===== config.mk =====
export PLATFORM = sky130hd
export DESIGN_NAME = prog_loader
export DESIGN_NICKNAME = d
export VERILOG_FILES = /design/src/rtl/rv_loader_pkg.sv /design/src/rtl/loader_timeout.sv /design/src/rtl/prog_loader.sv
export SDC_FILE = /design/constraint.sdc
export NUM_CORES = 1
export LEC_CHECK = 0
export ABC_AREA = 1
export BUFFER_PORTS_ARGS = -buffer_cell sky130_fd_sc_hd__buf_2
export CORE_MARGIN = 2
export CORE_UTILIZATION = 40
export CTS_BUF_LIST = sky130_fd_sc_hd__clkbuf_4 sky130_fd_sc_hd__clkbuf_8
export CTS_CLUSTER_SIZE = 25
export DETAILED_ROUTE_END_ITERATION = 12
export PLACE_DENSITY = 0.62
export SKIP_CTS_REPAIR_TIMING = 1
export SLEW_MARGIN = 20
export SYNTH_ARGS = -nofsm -noshare
export SYNTH_HDL_FRONTEND = slang
export SYNTH_SLANG_ARGS = --single-unit
export TNS_END_PERCENT = 20

===== constraint.sdc =====
create_clock -name clk -period 6.18 [get_ports clk]
set_clock_uncertainty 0.15 [all_clocks]
set_input_delay 0 -clock clk [delete_from_list [all_inputs] [get_ports clk]]
set_output_delay 0 -clock clk [all_outputs]
set_load 0.005 [all_outputs]

===== src/rtl/rv_loader_pkg.sv =====
// Shared types and constants for the boot-time program loader.
// Holds the loader state encoding and the default sync word.
package rv_loader_pkg;

   typedef enum logic [1:0] {
      HUNT  = 2'd0,
      LOAD  = 2'd1,
      WRITE = 2'd2,
      FAIL  = 2'd3
   } loader_state_t;

   // Start/end sync word; the top truncates or zero-extends it to WORD_W.
   localparam logic [63:0] DEFAULT_MAGIC = 64'h0000_0000_DEAD_BEEF;

endpackage


===== src/rtl/loader_timeout.sv =====
// Loadable down-counter used as the inter-byte watchdog of the loader.
// expired is high whenever the count has reached zero.
module loader_timeout #(
   parameter int CNT_W = 17
) (
   input  logic             clk,
   input  logic             Rst,
   input  logic             load,
   input  logic [CNT_W-1:0] load_val,
   input  logic             en,
   output logic             expired
);

   logic [CNT_W-1:0] count;

   // NOTE: state elements use non-blocking assignments so every flop samples pre-edge values.
   always_ff @(posedge clk or negedge Rst) begin
      if (!Rst) begin
         count <= '0;
      end else if (load) begin
         count <= load_val;
      end else if (en && (count != '0)) begin
         count <= count - 1'b1;
      end
   end

   assign expired = (count == '0);

endmodule


===== src/rtl/prog_loader.sv =====
// Byte-stream program loader: hunts for a sync word, assembles little-endian
// words, writes them to memory, and stops on a second sync word.
module prog_loader
   import rv_loader_pkg::*;
#(
   parameter int                WORD_W  = 32,
   parameter int                ADDR_W  = 12,
   parameter logic [WORD_W-1:0] MAGIC   = DEFAULT_MAGIC[WORD_W-1:0],
   parameter int                TIMEOUT = 100000
) (
   input  logic              clk,
   input  logic              Rst,
   input  logic              rx_valid,
   input  logic [7:0]        rx_data,
   output logic              rx_ready,
   input  logic              abort,
   output logic              mem_wen,
   output logic [ADDR_W-1:0] mem_addr,
   output logic [WORD_W-1:0] mem_wdata,
   input  logic              mem_ready,
   output logic              prog_active,
   output logic              done,
   output logic              err,
   output logic [ADDR_W:0]   word_count
);

   localparam int BYTES = WORD_W / 8;
   localparam int IDX_W = (BYTES > 1) ? $clog2(BYTES) : 1;
   localparam int CNT_W = $clog2(TIMEOUT + 1);

   loader_state_t     state, state_next;
   logic [WORD_W-1:0] hunt_reg, hunt_shift;
   logic [WORD_W-1:0] asm_reg, word_full;
   logic [IDX_W-1:0]  byte_idx;
   logic              xfer, last_byte;
   logic              det_start, take_byte, word_end, word_data;
   logic              wr_ack, wrap, tmo, tmo_expired;

   assign rx_ready    = (state == HUNT) || (state == LOAD);
   assign mem_wen     = (state == WRITE);
   assign prog_active = (state == LOAD) || (state == WRITE);
   assign xfer        = rx_valid && rx_ready;

   // Event strobes; abort masks every one of them so it wins any collision.
   // NOTE: every always_comb output gets a default first, so no path can infer a latch.
   always_comb begin
      hunt_shift = (hunt_reg >> 8) | (WORD_W'(rx_data) << (WORD_W - 8));
      word_full  = asm_reg;
      for (int b = 0; b < BYTES; b++) begin
         if (byte_idx == IDX_W'(b)) word_full[8*b +: 8] = rx_data;
      end
      last_byte = (byte_idx == IDX_W'(BYTES - 1));
      det_start = !abort && (state == HUNT) && xfer && (hunt_shift == MAGIC);
      take_byte = !abort && (state == LOAD) && xfer;
      word_end  = take_byte && last_byte && (word_full == MAGIC);
      word_data = take_byte && last_byte && (word_full != MAGIC);
      wr_ack    = !abort && (state == WRITE) && mem_ready;
      wrap      = wr_ack && (mem_addr == '1);
      tmo       = !abort && (state == LOAD) && !xfer && tmo_expired;
   end

   always_comb begin
      state_next = state;
      if (abort) begin
         state_next = HUNT;
      end else begin
         case (state)
            HUNT:    if (det_start) state_next = LOAD;
            LOAD: begin
               if (word_end)       state_next = HUNT;
               else if (word_data) state_next = WRITE;
               else if (tmo)       state_next = FAIL;
            end
            WRITE:   if (wr_ack) state_next = wrap ? FAIL : LOAD;
            FAIL:    state_next = HUNT;
            default: state_next = HUNT;
         endcase
      end
   end

   always_ff @(posedge clk or negedge Rst) begin
      if (!Rst) state <= HUNT;
      else      state <= state_next;
   end

   always_ff @(posedge clk or negedge Rst) begin
      if (!Rst) begin
         hunt_reg   <= '0;
         asm_reg    <= '0;
         byte_idx   <= '0;
         mem_addr   <= '0;
         mem_wdata  <= '0;
         word_count <= '0;
         err        <= 1'b0;
         done       <= 1'b0;
      end else begin
         done <= word_end;
         if (abort) begin
            hunt_reg <= '0;
            byte_idx <= '0;
         end else begin
            if ((state == HUNT) && xfer) hunt_reg <= det_start ? '0 : hunt_shift;
            if (det_start) begin
               byte_idx   <= '0;
               mem_addr   <= '0;
               word_count <= '0;
               err        <= 1'b0;
            end
            if (take_byte) begin
               asm_reg  <= word_full;
               byte_idx <= last_byte ? '0 : byte_idx + 1'b1;
            end
            if (word_data) mem_wdata <= word_full;
            if (wr_ack) begin
               mem_addr   <= mem_addr + 1'b1;
               word_count <= word_count + 1'b1;
            end
            // A stalled partial word is discarded; the last wrapped write still lands.
            if (tmo) byte_idx <= '0;
            if (tmo || wrap) err <= 1'b1;
         end
      end
   end

   // Reloaded while hunting and on each byte; frozen while a write is stalled.
   loader_timeout #(
      .CNT_W (CNT_W)
   ) u_timeout (
      .clk      (clk),
      .Rst      (Rst),
      .load     ((state == HUNT) || take_byte),
      .load_val (CNT_W'(TIMEOUT)),
      .en       (state == LOAD),
      .expired  (tmo_expired)
   );

endmodule


### Yosys cells after proc, flatten, opt, wreduce, memory -nomap -nowiden

Cells that the tools add are included.

* bitwise operators: 2
* reduce and logical (&&, ||, !) cells: 36
* eq/ne operators: 13
* add/subtract/negate cells: 4
* multiplexer cells: 28

Operators with widths (count)
* 32-bit two-way mux: 3
* 32-bit == test, second input constant: 2
* 17-bit two-way mux: 2
* 8-bit two-way mux: 4
* 32-bit != test, second input constant: 1
* 24-bit by 32-bit OR with 32-bit output: 1
* 13-bit two-way mux: 2
* 12-bit two-way mux: 2
* 2-bit two-way mux: 12
* 17-bit zero test: 1
* 17-bit nonzero test: 1
* 17-bit by 1-bit subtractor with 17-bit output, second input constant: 1
* 1-bit logical AND: 16
* 13-bit by 1-bit adder with 13-bit output, second input constant: 1
* 12-bit by 1-bit adder with 12-bit output, second input constant: 1
* 12-bit == test, second input constant: 1
* 2-bit == test, second input constant: 4
* 2-bit case mux with 4 select lines: 1
* 2-bit AND reduction: 4
* 2-bit nonzero test: 4
* 5-bit != test, second input constant: 1
* 2-bit by 1-bit == test with 1-bit output, second input constant: 2
* 2-bit zero test: 2
* 1-bit logical OR: 4
* other kinds (8): 10

* input bits: 13
* register bits after elaboration: 144
* word-level logic and storage cells: 93

### Depth between registers and ports, before layout

* depth in word-level cells: 11
* depth in mapped cells: 14
* mapped depth without buffers: 14

### Hierarchy

A second synthesis with hierarchy kept.

* cells, all modules: 954
* area, all modules: 7226.9 µm²

Modules (own cells, without submodules)
* prog_loader: times used 1, area an instance 5880.6 µm², cells each 750
* loader_timeout: times used 1, area an instance 1346.3 µm², cells each 204

### Worst setup path before layout

Ideal clock, no wire load.

* kind: register to register
* start: register byte_idx[0]
* end: register mem_wdata[8]
* cell stages (with the launch flop): 13
* setup time: 0.137 ns
* data arrival time: 1.836 ns
* path buffers: 2
* data required time: 5.893 ns
* slack: 4.057 ns
* cells stage by stage: dfrtp_1 > inv_1 > ha_1 > buf_4 > o21ai_0 > nand2_1 > nor2_1 > nand2_1 > nor2_1 > nand2_1 > nand2_4 > buf_4 > o21ai_0

* cells in the longest elaborated chain, start to end: 5

Ends and longest elaborated chain
* start: declaration: RTL line prog_loader.sv:34 `logic [IDX_W-1:0] byte_idx;`
* start signal: assignment: RTL line prog_loader.sv:111 `byte_idx <= last_byte ? '0 : byte_idx + 1'b1;`
* 2-bit by 1-bit == test with 1-bit output (tied with other cells): RTL line prog_loader.sv:50 `if (byte_idx == IDX_W'(b)) word_full[8*b +: 8] = rx_data;`
* 8-bit two-way mux: RTL line prog_loader.sv:50
* 32-bit != test: RTL line prog_loader.sv:56 `word_data = take_byte && last_byte && (word_full != MAGIC);`
* 1-bit logical AND: RTL line prog_loader.sv:56
* 2-bit AND reduction (no line)
* end signal: assignment: RTL line prog_loader.sv:113 `if (word_data) mem_wdata <= word_full;`
* end: declaration: RTL line prog_loader.sv:19 `output logic [WORD_W-1:0] mem_wdata,`

Several ways; a longest one is shown, not always the timed one.
A chain may end at the register's enable or synchronous reset.

### Worst setup path after layout

* start: register state[0]
* end: register word_count[12]

* cells in the longest elaborated chain, start to end: 7

Ends and longest elaborated chain
* start: declaration: RTL line prog_loader.sv:31 `loader_state_t state, state_next;`
* start signal: assignment: RTL line prog_loader.sv:83 `else state <= state_next;`
* 2-bit by 1-bit == test with 1-bit output or 2-bit zero test (tied branches): RTL line prog_loader.sv:39, prog_loader.sv:53
* 1-bit logical OR: RTL line prog_loader.sv:39 `assign rx_ready = (state == HUNT) || (state == LOAD);`
* 1-bit logical AND: RTL line prog_loader.sv:42 `assign xfer = rx_valid && rx_ready;`
* 1-bit logical AND (2 in series): RTL line prog_loader.sv:53 `det_start = !abort && (state == HUNT) && xfer && (hunt_shift == MAGIC);`
* 2-bit nonzero test (no line)
* 2-bit AND reduction (no line)
* end signal: assignment: RTL line prog_loader.sv:116 `word_count <= word_count + 1'b1;`
* end: declaration: RTL line prog_loader.sv:24 `output logic [ADDR_W:0] word_count`

Several ways; a longest one is shown, not always the timed one.

==> metrics <==
Post-DRT Antenna Nets 0; vias in the first global route 5388; leakage power 3.90 nW; Layout area overhead 16.9%; crit path buf inv count 4; PortBufs 74; core region area 16500 um^2; full die area 17700 um^2; reg2reg start state[0]; CP startpoint kind flip-flop; Vias/cell 4.95; DP HPWL 11200 um; Post-synth EDFFs 0; Clk pwr share 29.6%; routed length per instance 13.8 um; gp weighted congestion 0.857; Final Non-Filler Cells 1165; combinational share of power 29.7%; Power Dens Cells 381 nW/um^2; Max Slew Vio Count 0; Worst setup EP type flip-flop; Synth top area share 51.0%; f_max 308 MHz; I/O pins 75; DR WL met2 7280 um; flop2flop setup slack 2.94 ns; Final min period 3.24 ns; Initial Util 40.5%; Top Layer Used met4; DR iter-0 viols 458; Hold Fails Final Rpt 0; crit path max fanout 21; Yosys warnings 0; Synth Flop Type dfrtp_1; Async SR Flop Fraction 100%; Reg power frac 40.7%; unrepaired setup endpoints after global routing false; Cell variety after synth 30; Period Utilization, post-route 52.5%; cells after synthesis 850; syn avg cell area 7.85 um^2; share of layout cells above drive strength 1 12.3%; CP Cell Sequence inv_1 > ha_1 > inv_1 > nor3_2 > inv_1 > nand2_1 > clkinv_1 > nand2_1 > o21ai_0; drt drc 0; first-pass GRT wire length 26900 um; dpl ws 3.00 ns; Worst Setup Slack, final 2.94 ns; CTS Buffer Depth 2; CP Data Arrival Time 3.40 ns; FP Rows 47; CTS tree yes; top post-synthesis cells by area dfrtp_1, nand2_1, inv_1; Slew headroom 39.9%; NetSw 1.08 mW; flops & latches, synth 136; Inserted Diodes 0; mapped cell area 6670 um^2; final hold slack 0.0140 ns; synthesized net count 874; Clock Tree Root clkbuf_8; met1 wire length 7680 um; GRT Util Overall 18.9%; outcome completed; peak supply drop 0.171 mV; most frequent cells in the layout nand2_1, dfrtp_1, inv_1; worst min-delay path class in -> async; Critical-path top delay cell nand2_1; largest net degree at the start of global routing 82; CP required 6.33 ns; pin slew with the least headroom to its limit 0.899 ns; Stages on worst setup path 9; r2r endpoint word_count[12]; routed via count 5763; Skew-Pair Late Insertion Delay 0.44 ns; Worst Reg-to-Reg Cells 9; Util after Layout 47.3%; biggest area consumer among synthesized cells dfrtp_1; final wirelength 16100 um; cell mode on critical path inv_1; die width 133 um; CTS clk-pin slew, worst paths 0.08 ns; commonest non-fill, non-tap cell in the layout nand2_1; Power Internal 1.89 mW; cell family with most CP delay simple AND/OR/NAND/NOR gates; H-tree Lvls 4; TNS Setup 0 ns; Overflow after GRT 0; max-cap violations 0; Crit Path Category reg -> reg; drt first pass iters 6; initial antenna violation count 0; register area share after synthesis 51.0%; Sink Count 136; Post-layout nets 957; Sw Share 36.4%; DP Cell Count 1122; slowest stage delay, CP 0.61 ns; die height 133 um; Met3 Wirelength 922 um; Final setup viols 0; clock buffer count from CTS 17
[stage by stage]
step                      total power, mW  area (um^2)
after global placement               2.08         7190
after detailed placement             2.09         7190
final                                2.97         7790
after CTS                            2.98         7670
after global routing                 3.17         7790
after floorplan                      1.80         6670
[area by class of cell]
type / instances / area, um^2
fillers: 1673 / 8670
flip-flops and latches: 136 / 3400
multi-input cells: 568 / 2670
repair buffers: 88 / 512
inverters: 122 / 458
clock buffers: 21 / 289
well taps: 220 / 275
clock inverters: 10 / 190
[kinds of logic after synthesis]
kind of cell	share of synthesized area (%)
buffers and inverters	9.02
adder cells (fa/ha/maj)	2.06
AO/OA/AOI/OAI	11.3
XOR/XNOR	1.58
AND/OR/NAND/NOR	25.0
flip-flops	51.0
[per-layer routing]
layer | vias up | global-route usage [%]
met5 | - | 0
met2 | 171 | 29.6
met3 | 17 | 4.22
met4 | 0 | 6.56
met1 | 2683 | 26.1
li1 | 2892 | -
[power groups by stage]
stage	Clock, mW	Combinational [mW]	Sequential (mW)
3_5_place_dp	0	0.868	1.22
4_1_cts	0.900	0.874	1.21
2_1_floorplan	0	0.601	1.20
6_report	0.879	0.880	1.21
3_3_place_gp	0	0.861	1.22
5_1_grt	0.936	1.01	1.23
[synth_stat cells (all sizes together), types with 3 or more instances]
| library cell | n |
|---|---|
| nor2 | 66 |
| buf | 15 |
| xnor2 | 3 |
| nand4 | 17 |
| xor2 | 9 |
| nor4 | 7 |
| nand2 | 254 |
| nand3 | 46 |
| nor3 | 10 |
| clkbuf | 9 |
| inv | 120 |
| o21ai | 99 |
| o22ai | 24 |
| dfrtp | 136 |
| a21oi | 15 |
| ha | 11 |
[how the worst max path moves through the flow]
stage	from	endpoint	slack, ns
6_report	state[0]	word_count[12]	2.94
5_1_grt	state[0]	mem_addr[2]	2.50
4_1_cts	state[0]	word_count[12]	2.97
3_5_place_dp	state[0]	word_count[1]	3.00
3_3_place_gp	state[0]	mem_addr[6]	3.04
2_1_floorplan	byte_idx[0]	mem_wdata[8]	4.06
(Power assumes the default switching activity.)
